<file path="src/rtl/clk_period_monitor_if.sv">
// Purpose : bundles the control inputs and measurement results of clk_period_monitor.
// Latency : none; wires only.
// Backpress: none; results are unconditional pulses and levels.
//
// Signals (slave = monitor side, master = controlling side):
//   en, mon_clk, exp_period, tol, err_clr  master -> slave
//   period, period_vld, too_short,
//   too_long, stuck, err_cnt               slave -> master
//   period_min, period_max                 slave -> master, only with CLK_MON_MINMAX_EN
// Optional feature macro: CLK_MON_MINMAX_EN
interface clk_period_monitor_if #(
  parameter int CNT_W = 16,
  parameter int ERR_W = 8
);
  logic             en;
  logic             mon_clk;
  logic [CNT_W-1:0] exp_period;
  logic [CNT_W-1:0] tol;
  logic             err_clr;
  logic [CNT_W-1:0] period;
  logic             period_vld;
  logic             too_short;
  logic             too_long;
  logic             stuck;
  logic [ERR_W-1:0] err_cnt;
`ifdef CLK_MON_MINMAX_EN
  logic [CNT_W-1:0] period_min;
  logic [CNT_W-1:0] period_max;

  modport master (
    output en, mon_clk, exp_period, tol, err_clr,
    input  period, period_vld, too_short, too_long, stuck, err_cnt,
    input  period_min, period_max
  );

  modport slave (
    input  en, mon_clk, exp_period, tol, err_clr,
    output period, period_vld, too_short, too_long, stuck, err_cnt,
    output period_min, period_max
  );
`else
  modport master (
    output en, mon_clk, exp_period, tol, err_clr,
    input  period, period_vld, too_short, too_long, stuck, err_cnt
  );

  modport slave (
    input  en, mon_clk, exp_period, tol, err_clr,
    output period, period_vld, too_short, too_long, stuck, err_cnt
  );
`endif
endinterface

</file>
<file path="src/rtl/clk_period_monitor.sv">
// Purpose : measures mon_clk period in clk cycles, checks it against exp_period +/- tol, flags errors.
// Latency : mon_clk rise -> period/period_vld/flags registered 3 clk later (2-flop sync + edge detect).
// Backpress: none; period_vld is a one-cycle pulse and the consumer must take it when it appears.
//
// Ports:
//   clk    reference clock (rising edge)
//   rst_n  asynchronous active-low reset
//   bus    clk_period_monitor_if.slave: en, mon_clk, exp_period, tol, err_clr in;
//          period, period_vld, too_short, too_long, stuck, err_cnt out
//          (+ period_min/period_max when CLK_MON_MINMAX_EN is defined)
// Optional feature macro: CLK_MON_MINMAX_EN (min/max tracking of published periods)
module clk_period_monitor #(
  parameter int CNT_W   = 16,
  parameter int TIMEOUT = 1024,
  parameter int ERR_W   = 8
) (
  input  logic                   clk,
  input  logic                   rst_n,
  clk_period_monitor_if.slave    bus
);

  typedef enum logic [1:0] {
    IDLE  = 2'd0,
    MEAS  = 2'd1,
    STUCK = 2'd2
  } state_t;

  localparam logic [CNT_W-1:0] TIMEOUT_C = CNT_W'(TIMEOUT);

  state_t           state_q, state_d;
  logic             s1_q, s1_d;
  logic             s2_q, s2_d;
  logic             s3_q, s3_d;
  logic [CNT_W-1:0] cnt_q, cnt_d;
  logic [CNT_W-1:0] period_q, period_d;
  logic             period_vld_q, period_vld_d;
  logic             too_short_q, too_short_d;
  logic             too_long_q, too_long_d;
  logic             stuck_q, stuck_d;
  logic [ERR_W-1:0] err_cnt_q, err_cnt_d;

  logic             mon_edge;
  logic             publish;
  logic             stuck_evt;
  logic [CNT_W:0]   lo_bound;
  logic [CNT_W:0]   hi_bound;
  logic             is_short;
  logic             is_long;
  logic             err_base_short;
  logic             err_base_long;
  logic             err_base_stuck;
  logic [ERR_W-1:0] err_base_cnt;

`ifdef CLK_MON_MINMAX_EN
  logic [CNT_W-1:0] period_min_q, period_min_d;
  logic [CNT_W-1:0] period_max_q, period_max_d;
  logic [CNT_W-1:0] min_base;
  logic [CNT_W-1:0] max_base;
`endif

  // Synchronizer and edge-detect stage.
  always_comb begin
    s1_d     = bus.mon_clk;
    s2_d     = s1_q;
    s3_d     = s2_q;
    mon_edge = s2_q & ~s3_q;
  end

  // Measurement FSM and period counter.
  always_comb begin
    state_d   = state_q;
    cnt_d     = cnt_q;
    publish   = 1'b0;
    stuck_evt = 1'b0;
    if (!bus.en) begin
      // Partial count is thrown away; the next edge after re-enable only starts a measurement.
      state_d = IDLE;
      cnt_d   = '0;
    end else begin
      unique case (state_q)
        IDLE: begin
          if (mon_edge) begin
            state_d = MEAS;
            cnt_d   = CNT_W'(1);
          end
        end
        MEAS: begin
          // An edge landing on the timeout cycle is still a valid period.
          if (mon_edge) begin
            publish = 1'b1;
            cnt_d   = CNT_W'(1);
          end else if (cnt_q == TIMEOUT_C) begin
            state_d   = STUCK;
            stuck_evt = 1'b1;
          end else if (cnt_q != '1) begin
            cnt_d = cnt_q + CNT_W'(1);
          end
        end
        STUCK: begin
          // The gap before this edge is meaningless, so no publish.
          if (mon_edge) begin
            state_d = MEAS;
            cnt_d   = CNT_W'(1);
          end
        end
        default: begin
          state_d = IDLE;
          cnt_d   = '0;
        end
      endcase
    end
  end

  // Tolerance window, one bit wider so exp+tol cannot overflow and exp-tol clamps at zero.
  always_comb begin
    hi_bound = {1'b0, bus.exp_period} + {1'b0, bus.tol};
    if (bus.exp_period >= bus.tol) begin
      lo_bound = {1'b0, bus.exp_period} - {1'b0, bus.tol};
    end else begin
      lo_bound = '0;
    end
    is_short = publish && ({1'b0, cnt_q} < lo_bound);
    is_long  = publish && ({1'b0, cnt_q} > hi_bound);
  end

  // Results. err_clr acts first so an error in the same cycle survives the clear.
  always_comb begin
    period_d     = publish ? cnt_q : period_q;
    period_vld_d = publish;

    err_base_short = bus.err_clr ? 1'b0 : too_short_q;
    err_base_long  = bus.err_clr ? 1'b0 : too_long_q;
    err_base_stuck = bus.err_clr ? 1'b0 : stuck_q;
    err_base_cnt   = bus.err_clr ? '0   : err_cnt_q;

    too_short_d = err_base_short | is_short;
    too_long_d  = err_base_long  | is_long;
    stuck_d     = err_base_stuck | stuck_evt;

    if ((is_short || is_long || stuck_evt) && (err_base_cnt != '1)) begin
      err_cnt_d = err_base_cnt + ERR_W'(1);
    end else begin
      err_cnt_d = err_base_cnt;
    end
  end

`ifdef CLK_MON_MINMAX_EN
  always_comb begin
    min_base     = bus.err_clr ? '1 : period_min_q;
    max_base     = bus.err_clr ? '0 : period_max_q;
    period_min_d = (publish && (cnt_q < min_base)) ? cnt_q : min_base;
    period_max_d = (publish && (cnt_q > max_base)) ? cnt_q : max_base;
  end
`endif

  always_ff @(posedge clk or negedge rst_n) begin
    if (!rst_n) begin
      state_q      <= IDLE;
      s1_q         <= 1'b0;
      s2_q         <= 1'b0;
      s3_q         <= 1'b0;
      cnt_q        <= '0;
      period_q     <= '0;
      period_vld_q <= 1'b0;
      too_short_q  <= 1'b0;
      too_long_q   <= 1'b0;
      stuck_q      <= 1'b0;
      err_cnt_q    <= '0;
`ifdef CLK_MON_MINMAX_EN
      period_min_q <= '1;
      period_max_q <= '0;
`endif
    end else begin
      state_q      <= state_d;
      s1_q         <= s1_d;
      s2_q         <= s2_d;
      s3_q         <= s3_d;
      cnt_q        <= cnt_d;
      period_q     <= period_d;
      period_vld_q <= period_vld_d;
      too_short_q  <= too_short_d;
      too_long_q   <= too_long_d;
      stuck_q      <= stuck_d;
      err_cnt_q    <= err_cnt_d;
`ifdef CLK_MON_MINMAX_EN
      period_min_q <= period_min_d;
      period_max_q <= period_max_d;
`endif
    end
  end

  assign bus.period     = period_q;
  assign bus.period_vld = period_vld_q;
  assign bus.too_short  = too_short_q;
  assign bus.too_long   = too_long_q;
  assign bus.stuck      = stuck_q;
  assign bus.err_cnt    = err_cnt_q;
`ifdef CLK_MON_MINMAX_EN
  assign bus.period_min = period_min_q;
  assign bus.period_max = period_max_q;
`endif

endmodule

</file>
<file path="src/flat_wrapper.sv">
// flat-port wrapper written by rule: the top's interface ports become plain ports
module clk_period_monitor_flat 
#(
  parameter int CNT_W   = 16,
  parameter int TIMEOUT = 1024,
  parameter int ERR_W   = 8
)
  (clk, rst_n, bus_en, bus_mon_clk, bus_exp_period, bus_tol, bus_err_clr, bus_period, bus_period_vld, bus_too_short, bus_too_long, bus_stuck, bus_err_cnt);
  clk_period_monitor_if #(.CNT_W(CNT_W), .ERR_W(ERR_W)) bus_i ();
  input  logic clk;
  input  logic rst_n;
  input wire logic [$bits(bus_i.en)-1:0] bus_en;
  input wire logic [$bits(bus_i.mon_clk)-1:0] bus_mon_clk;
  input wire logic [$bits(bus_i.exp_period)-1:0] bus_exp_period;
  input wire logic [$bits(bus_i.tol)-1:0] bus_tol;
  input wire logic [$bits(bus_i.err_clr)-1:0] bus_err_clr;
  output wire logic [$bits(bus_i.period)-1:0] bus_period;
  output wire logic [$bits(bus_i.period_vld)-1:0] bus_period_vld;
  output wire logic [$bits(bus_i.too_short)-1:0] bus_too_short;
  output wire logic [$bits(bus_i.too_long)-1:0] bus_too_long;
  output wire logic [$bits(bus_i.stuck)-1:0] bus_stuck;
  output wire logic [$bits(bus_i.err_cnt)-1:0] bus_err_cnt;
  assign bus_i.en = bus_en;
  assign bus_i.mon_clk = bus_mon_clk;
  assign bus_i.exp_period = bus_exp_period;
  assign bus_i.tol = bus_tol;
  assign bus_i.err_clr = bus_err_clr;
  assign bus_period = bus_i.period;
  assign bus_period_vld = bus_i.period_vld;
  assign bus_too_short = bus_i.too_short;
  assign bus_too_long = bus_i.too_long;
  assign bus_stuck = bus_i.stuck;
  assign bus_err_cnt = bus_i.err_cnt;
  clk_period_monitor #(.CNT_W(CNT_W), .TIMEOUT(TIMEOUT), .ERR_W(ERR_W)) u_core (.clk(clk), .rst_n(rst_n), .bus(bus_i));
endmodule
</file>
<file path="config.mk">
export PLATFORM = sky130hd
export DESIGN_NAME = clk_period_monitor_flat
export DESIGN_NICKNAME = d
export VERILOG_FILES = /design/src/rtl/clk_period_monitor_if.sv /design/src/rtl/clk_period_monitor.sv /design/src/flat_wrapper.sv
export SDC_FILE = /design/constraint.sdc
export NUM_CORES = 1
export LEC_CHECK = 0
export CAP_MARGIN = 10
export CORE_UTILIZATION = 45
export CTS_BUF_LIST = sky130_fd_sc_hd__clkbuf_8
export DETAILED_ROUTE_END_ITERATION = 6
export GPL_TIMING_DRIVEN = 0
export PLACE_DENSITY = 0.68
export SETUP_SLACK_MARGIN = 0.2
export SLEW_MARGIN = 10
export SYNTH_ARGS = -nofsm -noshare
export SYNTH_HDL_FRONTEND = slang
export SYNTH_SLANG_ARGS = --single-unit
</file>
<file path="constraint.sdc">
create_clock -name clk -period 7.85 [get_ports clk]
set_clock_uncertainty 0.2 [all_clocks]
set_input_delay 1.57 -clock clk [delete_from_list [all_inputs] [get_ports clk]]
set_output_delay 1.57 -clock clk [all_outputs]
set_load 0.01 [all_outputs]
</file>
=== After elaboration in Yosys (flattened, before gate mapping) ===
Cells that the tools add are included.

* Add/subtract/negate cells: 4
* $mul: 0
* Divide/modulo/power cells: 0
* Order comparisons: 3
* Eq/ne operators: 10
* Shift-type cells: 0
* Mux-type cells: 24
* Bitwise logic cells: 5
* Reductions and logical operators: 9

{| class="wikitable"
|+ Operator list
! kind !! number
|-
| $mux W16 || 5
|-
| $pmux W16 S2 || 1
|-
| $add A16 B16 Y17 || 1
|-
| $gt A16 B17 Y1 || 1
|-
| $lt A16 B17 Y1 || 1
|-
| $mux W17 || 1
|-
| $sub A16 B16 Y17 || 1
|-
| $add A16 B1 Y16 const B || 1
|-
| $eq A16 B11 Y1 const B || 1
|-
| $ge A16 B16 Y1 || 1
|-
| $mux W8 || 2
|-
| $ne A16 B16 Y1 const B || 1
|-
| $mux W1 || 10
|-
| $add A8 B1 Y8 const B || 1
|-
| $mux W2 || 4
|-
| $ne A8 B8 Y1 const B || 1
|-
| $ne A3 B2 Y1 const B || 2
|-
| $reduce_and A3 Y1 || 2
|-
| $ne A4 B2 Y1 const B || 1
|-
| $ne A4 B3 Y1 const B || 1
|-
| $pmux W2 S2 || 1
|-
| $logic_and A1 B1 Y1 || 3
|-
| $ne A3 B3 Y1 const B || 1
|-
| $or A1 B1 Y1 || 3
|-
| 7 further kinds || 8
|}

* Register bits: 49
* Latch bits: 0
* RAM bits: 0
* ROM bits: 0
* Input port bits: 37
* Output and inout port bits: 28
* Memories: 0

=== Logic depth before layout (Yosys ltp) ===
* Word-level depth: 10
* Mapped depth: 22

=== Least setup slack after synthesis ===
OpenSTA, ideal clock, no wires.

* Path type: input port to flip-flop
* Start point: in bus_exp_period[0]
* End point: reg u_core.err_cnt_q[5], in the netlist u_core.bus.err_cnt[5]
* Library setup time: 78 ps
* Arrival time: 5707 ps
* Data required time: 7572 ps
* Setup slack: 1865 ps
* Stages: 20
* Buffers on the path: 0
* Cell sequence: inv_1 > ha_1 > inv_1 > fa_1 > a31o_1 > a311o_1 > a211oi_2 > or2b_1 > a21oi_1 > xnor2_1 > nand2_1 > ha_1 > a2111oi_0 > o21ai_0 > nor3_1 > a211oi_1 > nor3_1 > nor3_4 > or4_1 > a21oi_1

* Word-level cells in the longest chain between the ends: 8
* Elaborated cells on any way between the ends: 12
* Classes of those cells: 2 x add/sub; 3 x order compare; 2 x mux; 5 x reduce/logical

{| class="wikitable"
|+ Ends and longest elaborated chain
! item !! RTL line !! source
|-
| start, declared || flat_wrapper.sv:14 || <nowiki>input wire logic [$bits(bus_i.exp_period)-1:0] bus_exp_period;</nowiki>
|-
| $sub A16 B16 Y17 / $ge A16 B16 Y1 (equally long branches) || clk_period_monitor.sv:118, clk_period_monitor.sv:117 ||
|-
| $mux W17 || clk_period_monitor.sv:117 || <nowiki>if (bus.exp_period >= bus.tol) begin</nowiki>
|-
| $lt A16 B17 Y1 || clk_period_monitor.sv:122 || <nowiki>is_short = publish && ({1'b0, cnt_q} < lo_bound);</nowiki>
|-
| $logic_and A1 B1 Y1 || clk_period_monitor.sv:122 ||
|-
| $logic_or A1 B1 Y1 * (2 in a row) || clk_period_monitor.sv:140 || <nowiki>if ((is_short || is_long || stuck_evt) && (err_base_cnt != '1)) begin</nowiki>
|-
| $logic_and A1 B1 Y1 * || clk_period_monitor.sv:140 ||
|-
| $mux W8 * || clk_period_monitor.sv:140 ||
|-
| net u_core.err_cnt_d[5] || clk_period_monitor.sv:40 || <nowiki>logic [ERR_W-1:0] err_cnt_q, err_cnt_d;</nowiki>
|-
| end signal, assigned || clk_period_monitor.sv:184 || <nowiki>err_cnt_q <= err_cnt_d;</nowiki>
|-
| end, declared || clk_period_monitor.sv:40 ||
|}

Mark *: on every way through the listed nets, which the timed path passes. The rest lies on a longest branch.
A chain may end at the register's enable or synchronous reset.

=== Final worst setup path ===
* Start point: in bus_tol[4]
* End point: reg u_core.err_cnt_q[5], in the netlist u_core.bus.err_cnt[5]

* Word-level cells in the longest chain between the ends: 8
* Elaborated cells on any way between the ends: 12
* Classes of those cells: 2 x add/sub; 3 x order compare; 2 x mux; 5 x reduce/logical

{| class="wikitable"
|+ Ends and longest elaborated chain
! item !! RTL line !! source
|-
| start, declared || flat_wrapper.sv:15 || <nowiki>input wire logic [$bits(bus_i.tol)-1:0] bus_tol;</nowiki>
|-
| $sub A16 B16 Y17 / $ge A16 B16 Y1 (equally long branches) || clk_period_monitor.sv:118, clk_period_monitor.sv:117 ||
|-
| $mux W17 || clk_period_monitor.sv:117 ||
|-
| $lt A16 B17 Y1 || clk_period_monitor.sv:122 ||
|-
| $logic_and A1 B1 Y1 || clk_period_monitor.sv:122 ||
|-
| $logic_or A1 B1 Y1 * (2 in a row) || clk_period_monitor.sv:140 ||
|-
| $logic_and A1 B1 Y1 * || clk_period_monitor.sv:140 ||
|-
| $mux W8 * || clk_period_monitor.sv:140 ||
|-
| net u_core.err_cnt_d[5] || clk_period_monitor.sv:40 ||
|}

Marks and branches as above.

==> summary.md <==
| Metric | Value |
|---|---|
| Final core occ | 0.557 |
| Initial antenna violation count | 0 |
| Die width | 103 µm |
| Arr. time, crit path | 6.94 ns |
| Final Cycle Share | 0.881 |
| Crit-path cells | clkdlybuf4s50_1 > inv_1 > ha_1 > buf_2 > nand3_1 > o21bai_1 > a21boi_1 > a221oi_2 > o21ai_0 > o21a_1 > clkbuf_1 > nand2_1 > ha_1 > a2111oi_0 > o21ai_0 > nor3_1 > a211oi_1 > nor3_1 > nor3_4 > or4_1 > a21oi_1 |
| Area Growth Syn to Fin | 19.9% |
| Mapped Cells | 542 |
| Post-synthesis cell type count | 63 |
| WP data required | ~7.9 ns |
| Synth Flop Type | dfrtp_1 |
| Max-slew violation count | 0 |
| CTS buffer count | 5 |
| Crit-path max FO | 10 |
| Cell area after layout | approximately 5500 µm² |
| PD cells | 115 nW/µm² |
| TNS Setup | 0 ns |
| Crit Path Class | in -> reg |
| Buffers on Ports | 64 |
| Hold_sp | u_core.s1_q |
| Critical path's slowest cell | clkdlybuf4s50_1 |
| Syn avg cell area | 8.41 µm² |
| RSZ-0062 raised after global routing | no |
| Buffers plus inverters on the worst setup path | 4 |
| Synth Net Count | 647 |
| Crit path from | bus_tol[4] |
| Status | completed |
| I/O pin cnt | 65 |
| Root buffer cell | clkbuf_8 |
| Std-Cell Rows | 36 |
| Routability congestion estimate | 0.872 |
| Clock latency on the worst-skew pair | ~0.30 ns |
| Peak VDD IR | 0.0747 mV |
| Reg2reg start | u_core.cnt_q[0] |
| Iter 0 DRT Violations | 121 |
| Ys async rst share | 1.00 |
| Drt total wl | 10.7 mm |
| Warnings, synthesis | 0 |
| Die area | 10500 µm² |
| Tmin final | slightly below 7 ns |
| Synth Area in Compound Gates | 0.187 |
| Max_slew headroom | 0.558 |
| Share of post-route cells with drive strength above 1 | 0.0619 |
| Placed cell area | 5380 µm² |
| DRC viols | 0 |
| Core area | a little under 10000 µm² |
| Routed WL per cell | 14.3 µm |
| Hold/Removal Path Class | reg -> reg |
| TritonCTS clock tree | done |
| Vias in the first global route | between 3000 and 4000 |
| Fmax | 0.145 GHz |
| Synthesized area | about 4600 µm² |
| Post-synthesis adder-cell area fraction | 0.190 |
| Post-DRT Antenna Nets | 0 |
| Hold_buf cts | 0 |
| Crit path max-delay family | compound AO/OA/AOI/OAI gates |
| H-tree lvl count | 2 |
| CP Capture Type | flip-flop |
| Via count | approximately 4100 |
| CTS sink cnt | between 40 and 50 |
| Pleak | 2.49 nW |
| Synth Area in XOR/XNOR | 0.0538 |
| Clock Tree Buf Depth | 2 |
| CP max stage delay | between 0.4 and 0.5 ns |
| Mux contribution to synthesized area | 0.0491 |
| Nets@finish | 719 |
| Total setup buffers inserted after CTS | 0 |
| Yosys reg bits | 49 |
| Gr usage total | 0.211 |
| Worst Max-Slew Pin Slew | 0.663 ns |
| R2R setup slack | about 4.3 ns |
| CP startpoint kind | input pin |
| Clk slew on worst S/H paths | 0.08 ns |
| Largest family of logic cells by synthesized area | simple AND/OR/NAND/NOR gates |
| Post-Synth Simple-Gate Area | 0.201 |
| Total gr overflow | 0 |
| Post-DP HPWL | about 8.7 mm |
| 1st-pass router iterations | 4 |
| Sequential area share after synthesis | 0.269 |
| Chip Height | a little over 100 µm |
| Initial Util | 0.464 |
| Maximum capacitance violations | 0 |
| Final Setup Violations | 0 |
| First-pass GRT wire length | 17.7 mm |
| Final Hold Vio Count | 0 |
| Via-to-Cell Ratio | 5.54 |
| Post-synth EDFFs | 0 |
| Number of diodes | 0 |
| Post-CTS Resized | 0 |
| Hold slack | between 0.15 and 0.2 ns |
| Largest net degree at the start of global routing | 32 |
-- state kept, by name (all words and copies together) (netlist names) --
name                   cells
u_core.bus.period         16
u_core.cnt_q              16
u_core.bus.err_cnt         8
u_core.state_q             2
u_core.bus.period_vld      1
u_core.bus.stuck           1
u_core.bus.too_long        1
u_core.bus.too_short       1
u_core.s1_q                1
u_core.s2_q                1
u_core.s3_q                1
-- area by class of cell --
cell class	instances	area, µm²
plain buffers	23	96.3
clock buffers	6	82.6
repair buffers	65	656
multi-input cells	435	3110
well taps	133	166
fillers	949	4350
flip-flops and latches	49	1230
clock inverters	1	3.75
inverters	35	131
-- power by group --
| part | switching (mW) | internal, mW |
|---|---|---|
| Sequential | 0.00318 | 0.256 |
| Clock | 0.0770 | 0.0687 |
| Combinational | 0.124 | 0.0983 |
-- logic make-up (layout without fill, tap and decap cells) --
family,Yosys count,after routing
xor+xnor,28,28
compound gates,135,135
flops,49,49
fa+ha+maj,68,68
mux,20,20
simple gates,184,184
buf+inv,58,130
-- stage by stage --
| step | setup WS [ns] | cells | power [mW] |
|---|---|---|---|
| finish | 0.935 | 747 | 0.626 |
| global placement | 0.604 | 739 | 0.478 |
| detailed placement | 0.582 | 740 | 0.486 |
| global route | 0.401 | 747 | 0.669 |
| CTS | 0.884 | 747 | 0.633 |
| floorplan | 1.87 | 542 | 0.415 |
-- layer usage --
metal | vias up | global-route usage | share of wire
li1 | 2073 | - | -
met1 | 1934 | 0.274 | 0.45
met2 | 120 | 0.376 | 0.50
met3 | 15 | 0.0176 | 0.041
met4 | 0 | 0.0549 | 0.015
met5 | - | 0 | 0
-- path summary, 6_finish.rpt --
| check | end | depth (start not counted) |
|---|---|---|
| min | u_core.s2_q | 0 |
| min reg2reg | u_core.s2_q | 0 |
| max | u_core.bus.err_cnt[5] | 21 |
| min in group asynchronous | u_core.cnt_q[2] | 1 |
| max reg2reg | u_core.cnt_q[12] | 12 |
| max in group asynchronous | u_core.bus.err_cnt[1] | 2 |
-- layout by cell type, fill, tap and decap left out, types with 3 or more instances in the layout --
cell	count
clkbuf_8	6
a21o_1	6
nand3_1	20
nor4_1	4
dfrtp_1	49
mux2_2	19
and3_1	10
inv_1	36
nand4_1	11
buf_2	3
or4_1	3
o21ai_0	45
a31oi_1	4
nand2b_1	13
ha_1	66
clkbuf_1	19
and2_1	6
xnor2_1	20
nor2_1	49
o21bai_1	4
nand2_1	43
xor2_1	8
nor2b_1	7
clkdlybuf4s50_1	63
o31ai_1	4
o21a_1	3
nor3_1	6
nand3b_1	3
a211oi_1	7
a21oi_1	36
-- Yosys cell counts, types with 4 or more instances --
master / number / area (µm²)
a21oi_1: 36 / 180
xor2_1: 8 / 70.1
a21o_1: 6 / 45.0
ha_1: 66 / 826
inv_1: 35 / 131
nand3_1: 20 / 100
a211oi_1: 7 / 52.6
nand2_1: 43 / 161
o31ai_1: 4 / 30.0
nor2b_1: 7 / 43.8
nand4_1: 11 / 68.8
mux2_2: 19 / 214
clkbuf_1: 19 / 71.3
o21bai_1: 4 / 30.0
and3_1: 10 / 62.6
nor4_1: 4 / 25.0
nand2b_1: 13 / 81.3
o21ai_0: 45 / 225
xnor2_1: 20 / 175
and2_1: 6 / 37.5
nor3_1: 6 / 30.0
nor2_1: 49 / 184
a31oi_1: 4 / 25.0
dfrtp_1: 49 / 1230
No activity file was read; power rests on OpenSTA's default activity.
==> RTL change: new RTL, same flow settings <==
Make the reset (`rst_n`) synchronous in one clocked block. Comments in the files are not updated.
--- a/src/rtl/clk_period_monitor.sv
+++ b/src/rtl/clk_period_monitor.sv
@@ -153,7 +153,7 @@
   end
 `endif
 
-  always_ff @(posedge clk or negedge rst_n) begin
+  always_ff @(posedge clk) begin
     if (!rst_n) begin
       state_q      <= IDLE;
       s1_q         <= 1'b0;
Formal check against the unedited RTL: differs if rst_n is asserted again (counterexample within 10 cycles, from zero or initial values and one cycle with rst_n low); with rst_n held inactive, the same outputs for 10 cycles.
==> RTL change against the unedited design <==
Worst setup slack better by 500 ps. Wire length fell by 1.6%. Via count grew 0.97%. Synthesized area fell by 0.93%. Power grew 3.9%. First-iteration DRC count rose by 17%. Sequential cell count is the same. Cell area fell by 0.50%. Core utilization hardly changed.
==> RTL change: results (changes against the unedited design) <==
Run status
  • Status: complete, no violations

CTS
  • Number of CTS-inserted buffers: 5 (unchanged)
  • Clock transition at path regs: 80 ps (about the same)

Critical path
  • Worst R2R Path Depth: 10 (-2)
  • Critical path arrival: 6420 ps (-520 ps)
  • R2r endpoint: u_core.bus.err_cnt[3]$_SDFF_PN0_
  • Worst path max stage delay: 540 ps (+60 ps)
  • Critical R2R Launch: u_core.cnt_q[14]$_SDFFE_PN0P_
  • Max Fanout on Critical Path: 8 (-2)
  • Worst setup path start: bus_tol[1]

Timing
  • Worst slew pin tran: 485 ps (-178 ps)
  • Hold Slack: 258 ps (+92.2 ps)

Power and ir drop
  • Worst VDD drop: 0.0000653 V (-13%)
  • Pint: 448 uW (+6.1%)
  • Leak: 0.00231 uW (-7.5%)

Final layout
  • Seq area share: 18.0% (-4.4 points)
  • Final net count: 750 (+4.3%)
  • Fill cell count: 954 (+0.53%)
  • Multi-input gates: 460 (+5.7%)
  • NonClk Buf Share: 14.1% (+0.35 points)
  • Non-clk bufs: 87 (-1.1%)
  • Final Instance Area: 5440 um^2 (-0.50%)

Global routing
  • GR Util met1: 25.0% (-2.4 points)
  • Vias in the first global route: 3,843 (+1.2%)
  • Largest net degree at the start of global routing: 15 (-53%)
  • Met2 Track Usage GR: 38.2% (+0.51 points)
  • Global-route wire length before repair: 17.1 mm (-3.6%)
  • Grt met3 use: 1.37% (-0.39 points)

Place
  • Final GP Congestion: 0.858 (-1.6%)
  • Pre-CTS setup slack: 1170 ps (+591 ps)
  • Placed instance count: 771 (+4.2%)
  • DP Area: 5330 um^2 (-1.1%)

Synth
  • Top FF cell, synth: dfxtp_1
  • Distinct cells, synth: 70 (+11%)
  • Post-synth top cells: 73 x nand2_1, 66 x ha_1, 53 x a21oi_1
  • Area contributors post-synth: dfxtp_1 22%, ha_1 18%, nand2_1 6.1%, a21oi_1 5.9%, xnor2_1 4.7%
  • Post-synthesis cell count: 574 (+5.9%)
  • Synth async-reset ratio: 0% (-100 points)
  • Syn Nets: 679 (+4.9%)
  • Seq/Total Area, Yosys: 21.7% (-5.2 points)

Floorplanning
  • Die width: 102 um (-0.46%)

Drt
  • Average routed wire per standard cell: 13.5 um (-5.6%)
  • Initial DRC count: 142 (+17%)
  • Met2 WL: 5.22 mm (-1.5%)
  • DRC: 0 (unchanged)
  • M1 WL: 4.82 mm (+1.2%)
  • Met3 Routed Length: 292 um (-32%)
  • Via/cell ratio: 5.37 (-3.2%)

Min path
  • WHS Endpoint: u_core.s2_q$_SDFF_PN0_
  • Worst Hold Launch: u_core.s1_q$_SDFF_PN0_
-- RTL change: cell types whose count changed after synthesis, sizes merged, moves of 6 or more --
cell	delta
buf	+10
xor2	+6
a21oi	+18
mux2	-19
dfxtp	+49
inv	+7
nor2b	+6
dfrtp	-49
o21ai	-19
nand3	-8
clkbuf	-10
nand2	+30
-- RTL change: power by group through the flow --
stage,Sequential [uW],Combinational (uW),Clock [uW]
6_report,250,216,185
5_1_grt,250,239,198
4_1_cts,250,217,188
3_5_place_dp,256,215,0
3_3_place_gp,256,209,0
2_1_floorplan,256,154,0
-- RTL change: logic make-up after synthesis --
| logic type | share of synthesized area (%) |
|---|---|
| AOI/OAI and AO/OA | 20.9 |
| xor gates and xnor gates | 7.37 |
| adders and majority gates | 19.2 |
| buffers and inverters | 6.29 |
| DFF | 21.7 |
| muxes | 0.443 |
| and+or+nand+nor | 24.1 |
